$ cat src/rtl/supersonic_ranger_if.sv
// rtl/supersonic_ranger_if.sv - request/result handshake between controller and ranger
interface supersonic_ranger_if;
  logic        trigger;
  logic        triggerSuc;
  logic        valid;
  logic [31:0] distance;

  modport master (output trigger, input triggerSuc, input valid, input distance);
  modport slave  (input trigger, output triggerSuc, output valid, output distance);
endinterface

$ cat src/rtl/supersonic_ranger.sv
// rtl/supersonic_ranger.sv - ultrasonic sensor trigger/echo timer reporting distance in mm
module supersonic_ranger #(
  parameter int unsigned TRIG_CYCLES    = 500,
  parameter int unsigned CYC_PER_MM     = 291,
  parameter int unsigned RISE_TIMEOUT   = 1_500_000,
  parameter int unsigned MAX_MM         = 4000,
  parameter int unsigned HOLDOFF_CYCLES = 3_000_000
) (
  input  logic               clk,
  input  logic               rst_n,
  supersonic_ranger_if.slave ctrl_if,
  output logic               sonic_trig,
  input  logic               sonic_echo
);
  localparam logic [31:0] LP_TRIG_LAST = 32'(TRIG_CYCLES - 1);
  localparam logic [31:0] LP_CYC_LAST  = 32'(CYC_PER_MM - 1);
  localparam logic [31:0] LP_RISE_LAST = 32'(RISE_TIMEOUT - 1);
  localparam logic [31:0] LP_MAX_MM    = 32'(MAX_MM);
  localparam logic [31:0] LP_HOLD_LAST = 32'(HOLDOFF_CYCLES - 1);

  typedef enum logic [2:0] {S_IDLE, S_TRIG, S_WAIT_RISE, S_MEASURE, S_HOLDOFF} state_t;

  state_t      r_state, w_state_nxt;
  logic        r_echo_meta, r_echo_s, r_echo_d;
  logic        r_trig_q, r_trig_qq;
  logic        r_pending, r_sonic_trig, r_trig_suc, r_valid;
  logic [31:0] r_distance, r_cnt, r_presc, r_mm;
  logic        w_trig_edge, w_echo_rise, w_echo_fall, w_hold_done;
  logic        w_start, w_cnt_clr, w_suc, w_post, w_oor, w_count_echo;

  assign w_trig_edge = r_trig_q & ~r_trig_qq;
  assign w_echo_rise = r_echo_s & ~r_echo_d;
  assign w_echo_fall = ~r_echo_s & r_echo_d;
  assign w_hold_done = (r_cnt >= LP_HOLD_LAST);

  assign sonic_trig         = r_sonic_trig;
  assign ctrl_if.triggerSuc = r_trig_suc;
  assign ctrl_if.valid      = r_valid;
  assign ctrl_if.distance   = r_distance;

  always_comb begin
    w_state_nxt  = r_state;
    w_start      = 1'b0;
    w_cnt_clr    = 1'b0;
    w_suc        = 1'b0;
    w_post       = 1'b0;
    w_oor        = 1'b0;
    w_count_echo = 1'b0;
    case (r_state)
      S_IDLE: if (w_trig_edge || r_pending) begin
        w_state_nxt = S_TRIG;
        w_start     = 1'b1;
        w_cnt_clr   = 1'b1;
      end
      S_TRIG: if (r_cnt == LP_TRIG_LAST) begin
        w_state_nxt = S_WAIT_RISE;
        w_suc       = 1'b1;
        w_cnt_clr   = 1'b1;
      end
      // The rise cycle itself is echo-high time, so it is counted here
      S_WAIT_RISE: if (w_echo_rise) begin
        w_state_nxt  = S_MEASURE;
        w_count_echo = 1'b1;
        w_cnt_clr    = 1'b1;
      end else if (r_cnt == LP_RISE_LAST) begin
        w_state_nxt = S_HOLDOFF;
        w_post      = 1'b1;
        w_oor       = 1'b1;
        w_cnt_clr   = 1'b1;
      end
      S_MEASURE: if (w_echo_fall) begin
        w_state_nxt = S_HOLDOFF;
        w_post      = 1'b1;
        w_cnt_clr   = 1'b1;
      end else if (r_mm == LP_MAX_MM) begin
        w_state_nxt = S_HOLDOFF;
        w_post      = 1'b1;
        w_oor       = 1'b1;
        w_cnt_clr   = 1'b1;
      end else begin
        w_count_echo = r_echo_s;
      end
      S_HOLDOFF: if (w_hold_done && !r_echo_s) begin
        w_state_nxt = S_IDLE;
        w_cnt_clr   = 1'b1;
      end
      default: w_state_nxt = S_IDLE;
    endcase
  end

  // Trigger history resets high so a request already asserted at reset release is not an edge
  always_ff @(posedge clk or negedge rst_n) begin
    if (!rst_n) begin
      r_state      <= S_IDLE;
      r_echo_meta  <= 1'b0;
      r_echo_s     <= 1'b0;
      r_echo_d     <= 1'b0;
      r_trig_q     <= 1'b1;
      r_trig_qq    <= 1'b1;
      r_pending    <= 1'b0;
      r_sonic_trig <= 1'b0;
      r_trig_suc   <= 1'b0;
      r_valid      <= 1'b0;
      r_distance   <= '0;
      r_cnt        <= '0;
      r_presc      <= '0;
      r_mm         <= '0;
    end else begin
      r_state      <= w_state_nxt;
      r_echo_meta  <= sonic_echo;
      r_echo_s     <= r_echo_meta;
      r_echo_d     <= r_echo_s;
      r_trig_q     <= ctrl_if.trigger;
      r_trig_qq    <= r_trig_q;
      r_sonic_trig <= (w_state_nxt == S_TRIG);
      r_trig_suc   <= w_suc;

      if (w_start)
        r_pending <= 1'b0;
      else if (w_trig_edge && r_state != S_IDLE)
        r_pending <= 1'b1;

      if (w_cnt_clr)
        r_cnt <= '0;
      else if (r_state != S_IDLE && r_cnt != '1)
        r_cnt <= r_cnt + 32'd1;

      if (w_start) begin
        r_presc <= '0;
        r_mm    <= '0;
      end else if (w_count_echo) begin
        if (r_presc == LP_CYC_LAST) begin
          r_presc <= '0;
          r_mm    <= r_mm + 32'd1;
        end else begin
          r_presc <= r_presc + 32'd1;
        end
      end

      if (w_start) begin
        r_valid <= 1'b0;
      end else if (w_post) begin
        r_valid    <= 1'b1;
        r_distance <= w_oor ? 32'hFFFF_FFFF : r_mm;
      end
    end
  end
endmodule

$ cat src/flat_wrapper.sv
// flat-port wrapper written by rule: the top's interface ports become plain ports
module supersonic_ranger_flat 
#(
  parameter int unsigned TRIG_CYCLES    = 500,
  parameter int unsigned CYC_PER_MM     = 291,
  parameter int unsigned RISE_TIMEOUT   = 1_500_000,
  parameter int unsigned MAX_MM         = 4000,
  parameter int unsigned HOLDOFF_CYCLES = 3_000_000
)
  (clk, rst_n, sonic_trig, sonic_echo, ctrl_if_trigger, ctrl_if_triggerSuc, ctrl_if_valid, ctrl_if_distance);
  supersonic_ranger_if ctrl_if_i ();
  input  logic clk;
  input  logic rst_n;
  output logic sonic_trig;
  input  logic sonic_echo;
  input wire logic [$bits(ctrl_if_i.trigger)-1:0] ctrl_if_trigger;
  output wire logic [$bits(ctrl_if_i.triggerSuc)-1:0] ctrl_if_triggerSuc;
  output wire logic [$bits(ctrl_if_i.valid)-1:0] ctrl_if_valid;
  output wire logic [$bits(ctrl_if_i.distance)-1:0] ctrl_if_distance;
  assign ctrl_if_i.trigger = ctrl_if_trigger;
  assign ctrl_if_triggerSuc = ctrl_if_i.triggerSuc;
  assign ctrl_if_valid = ctrl_if_i.valid;
  assign ctrl_if_distance = ctrl_if_i.distance;
  supersonic_ranger #(.TRIG_CYCLES(TRIG_CYCLES), .CYC_PER_MM(CYC_PER_MM), .RISE_TIMEOUT(RISE_TIMEOUT), .MAX_MM(MAX_MM), .HOLDOFF_CYCLES(HOLDOFF_CYCLES)) u_core (.clk(clk), .rst_n(rst_n), .ctrl_if(ctrl_if_i), .sonic_trig(sonic_trig), .sonic_echo(sonic_echo));
endmodule
$ cat config.mk
export PLATFORM = sky130hd
export DESIGN_NAME = supersonic_ranger_flat
export DESIGN_NICKNAME = d
export VERILOG_FILES = /design/src/rtl/supersonic_ranger_if.sv /design/src/rtl/supersonic_ranger.sv /design/src/flat_wrapper.sv
export SDC_FILE = /design/constraint.sdc
export NUM_CORES = 1
export LEC_CHECK = 0
export ABC_CLOCK_PERIOD_IN_PS = 3500
export CAP_MARGIN = 15
export CORE_MARGIN = 8
export CORE_UTILIZATION = 40
export DETAILED_ROUTE_END_ITERATION = 7
export GPL_ROUTABILITY_DRIVEN = 1
export GPL_TIMING_DRIVEN = 0
export MAX_ROUTING_LAYER = met4
export PLACE_DENSITY_LB_ADDON = 0.1
export SKIP_CTS_REPAIR_TIMING = 1
export SLEW_MARGIN = 15
export SYNTH_ARGS = -nofsm -noshare
export SYNTH_HDL_FRONTEND = slang
export SYNTH_SLANG_ARGS = --single-unit
$ cat constraint.sdc
create_clock -name clk -period 3.5 [get_ports clk]
set_input_delay 0.7 -clock clk [delete_from_list [all_inputs] [get_ports clk]]
set_output_delay 0.7 -clock clk [all_outputs]
set_load 0.005 [all_outputs]
==> results by group, run 1 <==
STA
  • Slew Limit Headroom: 38.5%
  • Fmax: 0.320 GHz
  • Clock skew: 0.0182 ns
  • WHS: 0.191 ns
  • # setup viols final: 0
  • PnR worst setup slack: 0.373 ns
  • Final Cycle Share: 89.3%
  • Unrepaired setup endpoints after global routing: false
  • Max Transition Viols Final: 0
  • Post-route setup TNS: 0 ns
  • Actual slew at the worst max-slew pin: 0.915 ns
  • Minimum clock period: 3.13 ns
  • Final Hold Viols: 0

Clock tree
  • Reg clk slew, reported paths: 0.06 ns
  • CTS tree: yes
  • Skew-Pair Late Insertion Delay: 0.44 ns
  • Maximum buffer depth of the clock tree: 2
  • Root Driver: clkbuf_16
  • Clock sinks: 140
  • TritonCTS buffer count: 17
  • H-Tree Depth: 4

Cells and area
  • Core Util, Final: 47.7%
  • Cell area after layout: 8580 µm²
  • Register area: 3510 µm²
  • Most frequent cells in the layout: 138 x dfrtp_1, 73 x nor2_1, 56 x nand2_1
  • Diodes inserted: 0
  • Synthesis-to-finish area growth: 17.5%
  • Layout Nets: 824
  • Most common cell after layout, fill and taps aside: dfrtp_1
  • Non-Filler Instances: 1057
  • Fillers: 1715
  • Multi-input gate area: 3500 µm²
  • Layout cell share with drive strength beyond 1: 8.82%

Power
  • Worst vdd ir: 0.367 mV
  • Pwr dens: 466 nW/µm²
  • Leak: 3.45 nW
  • Final Total Pwr: 4.00 mW

Worst setup path
  • Largest delay share family, worst path: compound AO/OA/AOI/OAI gates
  • CP required: 3.82 ns
  • CP Buf/Inv Count: 2
  • CP max-delay cell: o21ai_0
  • Startpoint Class: flop
  • Critical Path Fanout Max: 10
  • Worst EP arrival: 3.45 ns
  • Worst setup EP type: flop
  • Critical path class: flop to flop
  • CP Cell Sequence: inv_1, ha_1, nor4bb_1, nand4_1, o2111a_1, o21ai_0, clkbuf_1, o311ai_0, o41ai_1
  • Crit-path max cell delay: 0.55 ns

Logic synthesis
  • Synth area leader: dfrtp_1
  • Area share of the largest cell type after synthesis: 47.3%
  • Synth Flop Type: dfrtp_1
  • Seq/Total Area, Yosys: 48.0%
  • Syn nets: 766
  • Post-synth cell types: 62
  • Seq cells post-synth: 140
  • Yosys warns: 0
  • Dominant cells by area after synthesis: dfrtp_1 47%, xnor2_1 4.6%, o22a_1 3.8%
  • Syn_area_per_cell: 9.64 µm²
  • Mapped cell area: 7300 µm²
  • Async set-reset flop share out of synthesis: 100%
  • Post-synthesis cell count: 757
  • Post-synth EDFFs: 0

Global route
  • First-pass GRT wire length: 32000 µm
  • Gr usage total: 18.1%
  • Initial antenna violation count: 0
  • GRT Residual Overflow: 0
  • Largest net degree at the start of global routing: 81
  • Vias in the first global route: 6145

Detailed routing
  • Remaining DRCs: 0
  • Drt total wl: 19000 µm
  • DR WL/cell: 18.0 µm
  • Drt first-iter violations: 406
  • Antenna-violating nets left: 0
  • 1st-pass router iterations: 6
  • Vias per inst: 5.85
  • Routed via count: 6186

Floorplanning
  • Initial Utilization: 40.6%
  • Row cnt: 49
  • CORE AREA: 18000 µm²
  • Die height: 151 µm
  • Die width: 151 µm
  • Die area: 22800 µm²
  • # IOs: 39

Placed design
  • Routability Congestion: 0.884
  • Placed instance count: 1025
  • IO buf count: 38
  • Detailed Place HPWL: 13300 µm
  • Post-Place Worst Slack: 0.405 ns
  • Placed standard-cell area: 8000 µm²

Worst hold path
  • Worst min-delay path category: primary input to asynchronous set/reset pin

Flow run
  • Max-cap viol count: 0

Status
  • Outcome: complete, no violations
[path summary, 6_finish.rpt]
| path | start | end | slack [ns] | cells past startpoint |
|---|---|---|---|---|
| max in group asynchronous | rst_n | u_core.r_trig_qq | 2.53 | 2 |
| min in group clk | u_core.r_echo_meta | u_core.r_echo_s | 0.35 | 0 |
| min | rst_n | u_core.ctrl_if.distance[16] | 0.19 | 1 |
| max | u_core.r_mm[0] | u_core.r_presc[8] | 0.37 | 9 |
| max reg2reg | u_core.r_mm[0] | u_core.r_presc[8] | 0.37 | 9 |
| min reg2reg | u_core.r_echo_meta | u_core.r_echo_s | 0.35 | 0 |
[synthesized netlist by cell type, drive strengths merged, types with 3 or more instances]
master and n:
dfrtp 138, nor2 74, nand2 56, nand3 43, o21ai 38, xnor2 38, nand4 33, o22a 32
clkbuf 29, a21oi 28, nor3 27, nor4 21, buf 18, and3 16, inv 14, o31ai 14
or3 11, a211oi 10, and4 10, xor2 9, a2111oi 8, o41ai 7, or4 7, nand2b 6
ha 5, nor4b 5, a31o 4, a31oi 4, mux2i 4, nor3b 4, o211ai 4, o21a 4
o311ai 4, a21o 3, and2 3, nor4bb 3, or2 3
[cell families after synthesis]
| group | synth area share, % |
|---|---|
| muxes | 0.549 |
| buffers and inverters | 4.05 |
| xor gates and xnor gates | 5.64 |
| DFF | 48.0 |
| adders and majority gates | 0.857 |
| and+or+nand+nor | 24.1 |
| AOI/OAI and AO/OA | 16.8 |
[cell type report]
| type | instances | share of cell area (%) |
|---|---|---|
| multi-input combinational | 556 | 40.8 |
| inverter | 14 | 0.613 |
| clock inverter | 14 | 1.58 |
| sequential | 140 | 40.9 |
| timing repair buffer | 39 | 4.81 |
| clock buffer | 18 | 5.12 |
| tap | 229 | 3.34 |
| buffer | 47 | 2.83 |
[registers in the layout (all words and copies together), names as in the netlist, 3 cells and up]
| signal | cells |
|---|---|
| u_core.r_presc | 32 |
| u_core.r_cnt | 32 |
| u_core.r_mm | 32 |
| u_core.r_state | 3 |
| u_core.ctrl_if.distance | 32 |
[layer usage]
layer / global-route usage, % / part of all wire [%] / vias up / routed length [µm]
li1: - / - / 2953 / -
met1: 23.1 / 46 / 3055 / 8690
met2: 28.5 / 48 / 154 / 9160
met3: 3.05 / 4.6 / 24 / 881
met4: 6.48 / 1.6 / 0 / 306
met5: - / 0 / - / 0
[power by group]
part	internal [mW]	switching [mW]
Sequential	1.69	0.0830
Combinational	0.155	0.300
Clock	1.01	0.760
Total	2.85	1.14
No activity file was read; power rests on OpenSTA's default activity.
==> run 2: changes to the inputs <==
==> constraint.sdc (replaced) <==
create_clock -name clk -period 3.5 [get_ports clk]
set_input_delay 0.7 -clock clk [delete_from_list [all_inputs] [get_ports clk]]
set_output_delay 0.7 -clock clk [all_outputs]
set_load 0.01 [all_outputs]
==> results of run 2 <==
The final DEF is identical to that of run 1. Status: complete, no violations.
==> run 3: changes to the inputs <==
--- a/config.mk
+++ b/config.mk
@@ -15,6 +15,7 @@
 export MAX_ROUTING_LAYER = met4
 export PLACE_DENSITY_LB_ADDON = 0.1
 export SKIP_CTS_REPAIR_TIMING = 1
+export SKIP_LAST_GASP = 1
 export SLEW_MARGIN = 15
 export SYNTH_ARGS = -nofsm -noshare
 export SYNTH_HDL_FRONTEND = slang
==> results of run 3 <==
The final DEF is identical to that of run 1. Status: complete, no violations.
